--- src/rtl/alu_seq_unit.sv ---
// Handshaked ALU execution unit: single-cycle ops registered, shifts iterate one bit per cycle.
// Optional ALU_SEQ_FAST_SHIFT_EN replaces the iterative shifter with a one-cycle barrel shifter.

`ifndef ALUADD
`define ALUADD  4'd0
`define ALUSUB  4'd1
`define ALUXOR  4'd2
`define ALUOR   4'd3
`define ALUAND  4'd4
`define ALUSLL  4'd5
`define ALUSRL  4'd6
`define ALUSRA  4'd7
`define ALUSLT  4'd8
`define ALUSLTU 4'd9
`endif

module alu_seq_unit #(
    parameter int VAR_WIDTH = 32,
    parameter int OP_WIDTH  = 4,
    parameter int SH_WIDTH  = $clog2(VAR_WIDTH)
) (
    input  logic                 clk,
    input  logic                 rst_n,
    input  logic                 req_valid,
    output logic                 req_ready,
    input  logic [OP_WIDTH-1:0]  opcode,
    input  logic [VAR_WIDTH-1:0] a,
    input  logic [VAR_WIDTH-1:0] b,
    output logic                 rsp_valid,
    input  logic                 rsp_ready,
    output logic [VAR_WIDTH-1:0] out,
    output logic                 busy
);

    typedef enum logic [1:0] {IDLE, SHIFT, RESP} state_t;

    state_t               state_q, state_d;
    logic [VAR_WIDTH-1:0] out_q, out_d;
    logic [VAR_WIDTH-1:0] alu_res;
    logic [SH_WIDTH-1:0]  shamt;

    assign shamt = b[SH_WIDTH-1:0];

    always_comb begin
        alu_res = '0;
        case (opcode)
            `ALUADD:  alu_res = a + b;
            `ALUSUB:  alu_res = a - b;
            `ALUXOR:  alu_res = a ^ b;
            `ALUOR:   alu_res = a | b;
            `ALUAND:  alu_res = a & b;
            `ALUSLT:  alu_res = {{(VAR_WIDTH-1){1'b0}}, ($signed(a) < $signed(b))};
            `ALUSLTU: alu_res = {{(VAR_WIDTH-1){1'b0}}, (a < b)};
`ifdef ALU_SEQ_FAST_SHIFT_EN
            `ALUSLL:  alu_res = a << shamt;
            `ALUSRL:  alu_res = a >> shamt;
            `ALUSRA:  alu_res = $signed(a) >>> shamt;
`endif
            default:  alu_res = '0;
        endcase
    end

`ifndef ALU_SEQ_FAST_SHIFT_EN
    logic [VAR_WIDTH-1:0] work_q, work_d, work_step;
    logic [SH_WIDTH-1:0]  count_q, count_d;
    logic [OP_WIDTH-1:0]  sop_q, sop_d;
    logic                 is_shift;

    assign is_shift = (opcode == `ALUSLL) || (opcode == `ALUSRL) || (opcode == `ALUSRA);

    // One-bit step of the working register; SRA replicates the sign bit.
    always_comb begin
        work_step = {work_q[VAR_WIDTH-2:0], 1'b0};
        if (sop_q == `ALUSRL)
            work_step = {1'b0, work_q[VAR_WIDTH-1:1]};
        else if (sop_q == `ALUSRA)
            work_step = {work_q[VAR_WIDTH-1], work_q[VAR_WIDTH-1:1]};
    end

    always_ff @(posedge clk or negedge rst_n) begin
        if (!rst_n) begin
            work_q  <= '0;
            count_q <= '0;
            sop_q   <= '0;
        end else begin
            work_q  <= work_d;
            count_q <= count_d;
            sop_q   <= sop_d;
        end
    end
`endif

    always_comb begin
        state_d   = state_q;
        out_d     = out_q;
        req_ready = 1'b0;
        rsp_valid = 1'b0;
`ifndef ALU_SEQ_FAST_SHIFT_EN
        work_d    = work_q;
        count_d   = count_q;
        sop_d     = sop_q;
`endif
        case (state_q)
            IDLE: begin
                req_ready = 1'b1;
                if (req_valid) begin
`ifdef ALU_SEQ_FAST_SHIFT_EN
                    out_d   = alu_res;
                    state_d = RESP;
`else
                    if (is_shift && (shamt != '0)) begin
                        work_d  = a;
                        count_d = shamt;
                        sop_d   = opcode;
                        state_d = SHIFT;
                    end else begin
                        out_d   = is_shift ? a : alu_res;
                        state_d = RESP;
                    end
`endif
                end
            end
            SHIFT: begin
`ifdef ALU_SEQ_FAST_SHIFT_EN
                state_d = IDLE;
`else
                work_d  = work_step;
                count_d = count_q - 1'b1;
                if (count_q == SH_WIDTH'(1)) begin
                    out_d   = work_step;
                    state_d = RESP;
                end
`endif
            end
            RESP: begin
                rsp_valid = 1'b1;
                if (rsp_ready)
                    state_d = IDLE;
            end
            default: state_d = IDLE;
        endcase
    end

    always_ff @(posedge clk or negedge rst_n) begin
        if (!rst_n) begin
            state_q <= IDLE;
            out_q   <= '0;
        end else begin
            state_q <= state_d;
            out_q   <= out_d;
        end
    end

    assign out  = out_q;
    assign busy = (state_q != IDLE);

endmodule

--- config.mk ---
export PLATFORM = sky130hd
export DESIGN_NAME = alu_seq_unit
export DESIGN_NICKNAME = d
export VERILOG_FILES = /design/src/rtl/alu_seq_unit.sv
export SDC_FILE = /design/constraint.sdc
export NUM_CORES = 1
export LEC_CHECK = 0
export BUFFER_PORTS_ARGS = -buffer_cell sky130_fd_sc_hd__buf_2
export CAP_MARGIN = 0
export CORE_MARGIN = 5
export CORE_UTILIZATION = 60
export DETAILED_ROUTE_END_ITERATION = 6
export PLACE_DENSITY = 0.81
export SYNTH_ARGS = -nofsm -noshare
export SYNTH_HDL_FRONTEND = slang
export SYNTH_SLANG_ARGS = --single-unit
--- constraint.sdc ---
create_clock -name clk -period 2.6 [get_ports clk]
set_clock_uncertainty 0.15 [all_clocks]
set_input_delay 0.26 -clock clk [delete_from_list [all_inputs] [get_ports clk]]
set_output_delay 0.26 -clock clk [all_outputs]
set_load 0.01 [all_outputs]
After elaboration in Yosys (flattened, before gate mapping)
Index checks and enable logic that the tools add are counted.
Widths: inputs -> output; s select.

word-level totals
  register bits after elaboration = 75
  bits in latches = 0
  memory bits (writable) = 0
  memory bits (read-only) = 0
  input bits = 72
  output and inout bits = 35
  memories = 0

operators by class
  add/subtract/negate cells = 3
  multiply operators = 0
  divide/modulo/power cells = 0
  order comparisons = 2
  equal/unequal tests = 19
  shift-type cells = 0
  mux-type cells = 21
  bitwise operators = 3
  reductions and logical operators = 12

operator list
  operator             number
  $mux 32              8
  $pmux 32 s7          1
  $pmux 32 s2          2
  $lt 32x32->1         2
  $add 32x32->32       1
  $and 32x32->32       1
  $or 32x32->32        1
  $sub 32x32->32       1
  $xor 32x32->32       1
  $eq 4x3->1 const B   6
  $mux 5               2
  $ne 2x2->1 const B   5
  $pmux 5 s2           1
  $reduce_and 3->1     3
  $eq 4x2->1 const B   2
  $eq 4x4->1 const B   2
  $mux 2               4
  $pmux 2 s3           1
  $eq 5x1->1 const B   1
  $reduce_bool 5->1    1
  $sub 5x1->5 const B  1
  $eq 4x1->1 const B   1
  $logic_not 4->1      1
  $reduce_and 4->1     1
  other kinds (7)      10

Longest topological paths before layout
Gate-level depths: netlist of the first run.

  word-level depth = 7
  gate-level depth with buffers = 12
  mapped depth without buffers = 12

Worst setup path before layout of the first run
OpenSTA, ideal clock, no wires.

  kind = input -> register
  from = input port a[0]
  to = register out_q[26] (netlist: out[26])
  setup time = 0.077 ns
  arrival time = 2.700 ns
  required time = 2.373 ns
  setup slack = -0.328 ns
  stages on the path = 12
  path buffers = 0
  cells stage by stage = inv_1 > ha_1 > fa_1 > o21bai_1 > a21oi_1 > o31ai_2 > a31oi_2 > nor4_4 > o21ai_2 > a2111oi_2 > mux2_1 > a21oi_1

between the ends
  word-level cells in the longest chain between the ends = 6
  elaborated cells between the ends (all ways) = 7
  classes of those cells = 2 x add/sub; 5 x mux

RTL lines
  element                                           RTL line  RTL
  start, declared                                   27        input logic [VAR_WIDTH-1:0] a,
  $sub 32x32->32 or $add 32x32->32 (tied branches)  48, 47
  $pmux 32 s7 (*)                                   46        case (opcode)
  $mux 32 (*)                                       117       out_d = is_shift ? a : alu_res;
  $mux 32 (*)                                       111       if (is_shift && (shamt != '0)) begin
  $mux 32 (*)                                       106       if (req_valid) begin
  $pmux 32 s2 (*)                                   103       case (state_q)
  end signal, assigned                              150       out_q <= out_d;
  end, declared                                     38        logic [VAR_WIDTH-1:0] out_q, out_d;

Every way passes the cells marked *; elsewhere a longest branch is shown, timed or not. The select of a mux whose other input is x is not followed.
A chain may end at the register's enable or synchronous reset.

Worst setup path after layout of the first run
  from = input port a[0]
  to = register out_q[16] (netlist: out[16])

The elaborated chain is that of the path after synthesis.

==> results.py, run 1 <==
metrics = {
    "floorplanning": {
        "ios": 107,
        "start_util_pct": 60.6,
        "dieHeight_um": 136,
        "fp.dieW_um": 136,
        "rows": 46,
        "core_area_um2": 15800,
        "dieArea_um2": 18500,
    },
    "routing": {
        "first_iter_violations": 1452,
        "finalWirelength_mm": 39.3,
        "avgRoutedWirePerCell_um": 21.9,
        "drtAntennaViolNets": 0,
        "vias": 11700,
        "drtPass1Iterations": 6,
        "drc": 0,
        "viasPerCell": 6.53,
    },
    "setup_path": {
        "r2r_end": "out[0]",
        "slowest_delay_ns": 0.35,
        "crit_path_start_kind": "input port",
        "worstPathMaxFanout": 2,
        "critPathArrivalTime_ns": 2.92,
        "crit_top_cell": "a221o_1",
        "criticalPathCategory": "input port to register",
        "cp_top_family": "compound AO/OA/AOI/OAI gates",
        "startpoint": "a[0]",
        "slowest_stage": "fa_2",
        "critical_path_required_ns": 2.75,
        "cp_cell_sequence": "buf_8 > buf_12 > ha_4 > fa_2 > a21o_1 > a221o_1 > a21boi_2 > buf_6 > o31ai_4 > a221o_1 > a21oi_2 > o21ai_1 > a41oi_2 > o32a_1",
        "crit_path_end_kind": "register",
        "r2r_slack_ns": 0.19,
        "r2r-start": "state_q[0]",
        "r2r_cells": 7,
        "cp.depth": 14,
        "worst-path-buf-inv": 3,
        "crit_end": "out[16]",
    },
    "timing": {
        "finalSetupTns_ns": -0.873,
        "rsz0062_at_grt": "true",
        "hold_violations": 0,
        "fin_crit_sh_pct": 107,
        "period_needed_ns": 2.77,
        "finalSetupViolCount": 11,
        "slew_viol_final": 0,
        "slew_headroom_pct": 56.1,
        "finalWorstSetupSlack_ns": -0.173,
        "worst_pin_slew_ns": 0.658,
        "fmax_ghz": 0.361,
    },
    "global_routing": {
        "grt_pass1_wl_mm": 58.9,
        "grtUsageTotal_pct": 40.3,
        "grt_overflow_total": 0,
        "grt_max_degree": 54,
        "grt_pass1_vias": 11400,
        "antenna_found_initial": 1,
    },
    "finish": {
        "stdcell_count": 1792,
        "final.fill_count": 990,
        "layout_common_cells": "270 x buf_4, 133 x nand2_1, 125 x a21oi_1",
        "final_common_cell": "buf_4",
        "drive_above_1_share_pct": 33.9,
        "area_delta_synth_final_pct": 38.6,
        "multiInputGateArea_um2": 7580,
        "antenna_cells": 0,
        "layout.nets": 1760,
        "seq_area_um2": 1880,
    },
    "logic_synthesis": {
        "synth_area_um2": 9560,
        "synth_edf_count": 0,
        "synth_seq_cells": 75,
        "yosys.area.top_type_share_pct": 19.6,
        "avgSynthCellArea_um2": 7.67,
        "yosysUniqueCellTypes": 97,
        "netlist_instances": 1246,
        "ys.flop_type": "dfrtp_1",
        "ys_seq_area_share_pct": 19.6,
        "yosysTopAreaCell": "dfrtp_1",
        "synth_area_leaders": "dfrtp_1 20%, ha_1 15%, a21oi_1 7.2%",
        "async_flop_share_pct": 100,
        "yosysWarningCount": 0,
        "syn_nets": 1435,
    },
    "clocking": {
        "cts_root_buffer": "clkbuf_16",
        "numCtsBuffers": 9,
        "h-tree-depth": 3,
        "cts_tree": "yes",
        "clk_latency_ns": 0.36,
        "path_clk_slew_ns": 0.06,
        "cts_max_path_buffers": 2,
        "cts.sinks": 75,
    },
    "run_status": {
        "violations": "setup timing",
        "status": "finished, violations left",
    },
    "worst_hold_path": {
        "hp-class": "input port to register",
        "min-delay-start": "a[30]",
    },
    "placed_design": {
        "gp_congestion": 1.05,
        "dp_cells": 1765,
        "port_buffers": 106,
        "dp_hpwl_mm": 28.4,
    },
    "power": {
        "cellPowerDensity_nw_per_um2": 615,
        "vdd_drop_max_uv": 496,
        "p_total_mw": 8.14,
        "leakage_nw": 6.12,
    },
    "run": {
        "maxCapViolations": 0,
    },
}
==> worst reg2reg max path: cells and delay by family (launching register included) <==
family | cells | cell delay, ns
compound gates | 4 | 0.69
simple gates | 2 | 0.48
buf+inv | 1 | 0.54
flops | 1 | 0.47
==> registers in the layout, summed over array words and instances, names as in the netlist <==
name,flops
state_q,2
out,32
work_q,32
sop_q,4
count_q,5
==> layout make-up <==
| cell class | count | area share, % |
|---|---|---|
| inverter | 102 | 2.96 |
| clock inverter | 4 | 0.378 |
| clock buffer | 12 | 1.86 |
| tap | 216 | 2.04 |
| timing repair buffer | 390 | 21.3 |
| sequential | 75 | 14.2 |
| multi-input combinational | 993 | 57.3 |
==> cells in the mapped netlist, drive strengths merged (9+ instances only) <==
cell,number
o31ai,14
a221oi,20
xnor2,19
and2,9
nor2b,26
nand3,23
nor4,9
ha,115
buf,33
clkbuf,41
a21oi,141
inv,102
dfrtp,75
nor2,91
o21ai,73
a21o,11
nor3,33
o21bai,31
nand2,136
mux2i,38
a31oi,19
o211ai,21
a211oi,16
==> where the power goes <==
part | total [mW] | internal, mW | switching, mW
combinational | 4.62 | 1.96 | 2.66
clock | 1.35 | 0.771 | 0.583
sequential | 2.17 | 1.71 | 0.458
total | 8.14 | 4.44 | 3.70
==> through the flow <==
| step | hold slack (ns) | instance area, um^2 | setup slack (ns) | utilization (%) |
|---|---|---|---|---|
| global route | 0.145 | 13200 | -0.198 | 84.0 |
| finish | 0.102 | 13200 | -0.173 | 84.0 |
| detailed placement | 0.116 | 12200 | -0.590 | 77.3 |
| floorplan | -0.186 | 9620 | -0.283 | - |
| CTS | 0.0986 | 12800 | -0.191 | 81.0 |
| global placement | 0.107 | 12200 | -0.463 | 77.3 |
==> logic make-up after synthesis <==
logic type      synth area share [%]
compound gates                  30.7
simple gates                    19.2
buf+inv                         8.41
fa+ha+maj                       15.5
flops                           19.6
mux                             4.57
xor+xnor                        2.02
==> timing repair <==
item                                    in CTS  in global routing
hold buffers                                 2                  0
pin swaps                                   26                 44
resized for setup                           38                 89
endpoints found under the setup margin      20                 27
buffers inserted                             9                  4
hold endpoints to repair                    36                  0
==> routing by layer <==
layer / part of all wire (%) / up-vias / GRT usage [%]
met5: 0.033 / - / 0
met4: 5.0 / 2 / 19.1
met3: 10 / 180 / 6.18
met2: 46 / 847 / 65.0
met1: 39 / 5549 / 52.9
li1: - / 5130 / -
==> worst min-delay path by stage <==
stage          cells after the start  slack (ns)    endpoint
2_1_floorplan                      0       -0.19  count_q[0]
3_3_place_gp                       1        0.11      out[1]
3_5_place_dp                       1        0.12      out[1]
4_1_cts                            3         0.1  work_q[30]
5_1_grt                            3        0.14  work_q[30]
6_report                           3        0.10  work_q[30]
No activity file was read; power rests on OpenSTA's default activity.
==> inputs of run 2 (changes only) <==
--- a/config.mk
+++ b/config.mk
@@ -5,10 +5,12 @@
 export SDC_FILE = /design/constraint.sdc
 export NUM_CORES = 1
 export LEC_CHECK = 0
+export ABC_AREA = 1
 export BUFFER_PORTS_ARGS = -buffer_cell sky130_fd_sc_hd__buf_2
 export CAP_MARGIN = 0
 export CORE_MARGIN = 5
 export CORE_UTILIZATION = 60
+export CTS_BUF_LIST = sky130_fd_sc_hd__clkbuf_4
 export DETAILED_ROUTE_END_ITERATION = 6
 export PLACE_DENSITY = 0.81
 export SYNTH_ARGS = -nofsm -noshare
==> run 2 against run 1 <==
Net effect: synthesized cell count up 43%; critical endpoint is now out[24]; worst hold slack lost 0.090 ns; the flow now finishes without violations; final cell count increased by 22%; setup slack gained 0.43 ns; sequential power decreased by 5%; non-clock buffer count decreased by 166; combinational power decreased by 14%; critical path type is now register to register; total power down 18%; count of clock-buffer cells in the layout down 2.
==> results.py, run 2 <==
metrics = {
    "logic_synthesis": {
        "netlist_instances": 1783,
        "yosysTopAreaCell": "dfrtp_1",
        "ys.flop_type": "dfrtp_1",
        "yosys.area.top_type_share_pct": 17.8,
        "async_flop_share_pct": 100,
        "ys_seq_area_share_pct": 17.8,
        "yosysWarningCount": 0,
        "synth_common_cells": "478 x nand2_1, 337 x inv_1, 145 x nand3_1",
        "yosysMostFrequentCell": "nand2_1",
        "avgSynthCellArea_um2": 5.92,
        "synth_area_leaders": "dfrtp_1 18%, nand2_1 17%, ha_1 14%",
        "synth_seq_cells": 75,
        "syn_nets": 1972,
        "synth_area_um2": 10500,
        "synth_edf_count": 0,
        "yosysUniqueCellTypes": 50,
    },
    "power": {
        "leakage_nw": 6.93,
        "swShare_pct": 49.2,
        "pwr-share-seq_pct": 30.8,
        "p_int_mw": 3.40,
        "cellPowerDensity_nw_per_um2": 555,
        "clkPwrFrac_pct": 9.8,
        "vdd_drop_max_uv": 716,
        "p_total_mw": 6.71,
        "combPwrFrac_pct": 59.4,
        "switchingPower_mw": 3.30,
    },
    "placed_design": {
        "place_area_um2": 11900,
        "dp_hpwl_mm": 31.2,
        "gp_congestion": 1.04,
        "port_buffers": 106,
    },
    "setup_path": {
        "criticalPathCategory": "register to register",
        "slowest_delay_ns": 0.53,
        "r2r_cells": 8,
        "critPathArrivalTime_ns": 2.53,
        "critical_path_required_ns": 2.78,
        "crit_path_start_kind": "register",
        "worstPathMaxFanout": 24,
        "cp_cell_sequence": "inv_1 > ha_1 > nand3_1 > o21ai_1 > nand3_2 > buf_4 > a211oi_1 > a21oi_1",
        "crit_path_end_kind": "register",
        "slowest_stage": "a211oi_1",
    },
    "run": {
        "maxCapViolations": 0,
    },
    "routing": {
        "viasPerCell": 5.74,
        "drtPass1Iterations": 6,
        "vias": 12500,
        "first_iter_violations": 1194,
        "finalWirelength_mm": 38.3,
        "avgRoutedWirePerCell_um": 17.5,
        "drtAntennaViolNets": 0,
        "drc": 0,
    },
    "timing": {
        "slew_viol_final": 0,
        "finalSetupViolCount": 0,
        "fin_hold_ws_ns": 0.0121,
        "period_needed_ns": 2.35,
        "finalSetupTns_ns": 0,
        "slew_headroom_pct": 58.0,
        "worst_pin_slew_ns": 0.627,
        "fmax_ghz": 0.426,
        "rsz0062_at_grt": "false",
        "fin_crit_sh_pct": 90.3,
        "hold_violations": 0,
    },
    "clocking": {
        "cts_tree": "yes",
        "numCtsBuffers": 9,
        "cts.sinks": 75,
        "clk_latency_ns": 0.46,
        "path_clk_slew_ns": 0.13,
        "cts_max_path_buffers": 2,
        "h-tree-depth": 3,
        "postCtsHoldBufs": 4,
        "cts_root_buffer": "clkbuf_4",
        "cts_setup_buffers": 0,
        "postCtsResizedCells": 0,
    },
    "global_routing": {
        "grt_pass1_wl_mm": 60.4,
        "grt_pass1_vias": 11900,
        "grtUsageTotal_pct": 37.5,
        "grt_max_degree": 57,
        "grt_overflow_total": 0,
        "antenna_found_initial": 0,
    },
    "floorplanning": {
        "rows": 48,
        "dieArea_um2": 20300,
        "ios": 107,
        "start_util_pct": 61.0,
        "fp.dieW_um": 143,
        "core_area_um2": 17300,
        "dieHeight_um": 143,
    },
    "finish": {
        "layout.nets": 2140,
        "layout_common_cells": "478 x nand2_1, 337 x inv_1, 145 x nand3_1",
        "area_delta_synth_final_pct": 14.6,
        "drive_above_1_share_pct": 14.0,
        "antenna_cells": 0,
        "final_common_cell": "nand2_1",
        "fin_util_pct": 69.9,
        "finalInstanceArea_um2": 12100,
    },
    "run_status": {
        "status": "completed",
    },
    "worst_hold_path": {
        "hp-class": "input port to register",
        "hold_depth": 3,
    },
}
run 2: power by group through the flow:
stage | clock (mW) | combinational (mW) | sequential, mW
2_1_floorplan | 0 | 2.39 | 2.11
3_3_place_gp | 0 | 3.81 | 2.05
3_5_place_dp | 0 | 3.90 | 2.07
4_1_cts | 0.662 | 3.92 | 2.05
5_1_grt | 0.723 | 4.40 | 2.13
6_report | 0.656 | 3.98 | 2.07
run 2: layout make-up:
cell class                 instances  area, um^2
clock buffer                      10        75.1
clock inverter                     6        41.3
fill                            1645        5210
inverter                         345        1290
multi-input combinational       1296        7040
sequential                        75        1880
tap                              225         282
timing repair buffer             224        1480
run 2: kinds of logic (layout without fill, tap and decap cells):
kind of cell | count (synthesis) | after routing | synth area share (%)
fa+ha+maj | 117 | 117 | 14.0
flops | 75 | 75 | 17.8
simple gates | 836 | 836 | 33.5
compound gates | 341 | 341 | 19.0
buf+inv | 412 | 585 | 15.5
xor+xnor | 2 | 2 | 0.166
run 2: worst paths after layout:
check / start / to / slack, ns
max reg2reg: count_q[1] / out[24] / 0.25
max: count_q[1] / out[24] / 0.25
min: a[2] / work_q[2] / 0.01
max in group asynchronous: rst_n / work_q[5] / 1.54
min reg2reg: sop_q[2] / sop_q[2] / 0.32
min in group asynchronous: rst_n / work_q[24] / 0.15
run 2: per-stage QoR:
stage / cells / setup WS [ns]
floorplan: 1783 / 0.541
global placement: 2161 / -0.00332
detailed placement: 2161 / -0.0509
CTS: 2181 / 0.274
global route: 2181 / 0.0867
finish: 2181 / 0.252
run 2: critical path: cells and delay by family, from the launching register on:
| family | cells | cell delay, ns |
|---|---|---|
| and+or+nand+nor | 2 | 0.22 |
| AOI/OAI and AO/OA | 3 | 0.90 |
| adders and majority gates | 1 | 0.16 |
| DFF | 1 | 0.43 |
| buffers and inverters | 2 | 0.35 |
run 2: per-layer routing:
metal  part of all wire, %  vias to the layer above  GRT usage [%]
li1                      -                     6010              -
met1                    39                     5634           47.7
met2                    44                      699           60.6
met3                   8.4                      167           4.74
met4                   8.1                        0           23.1
met5                     0                        -              0
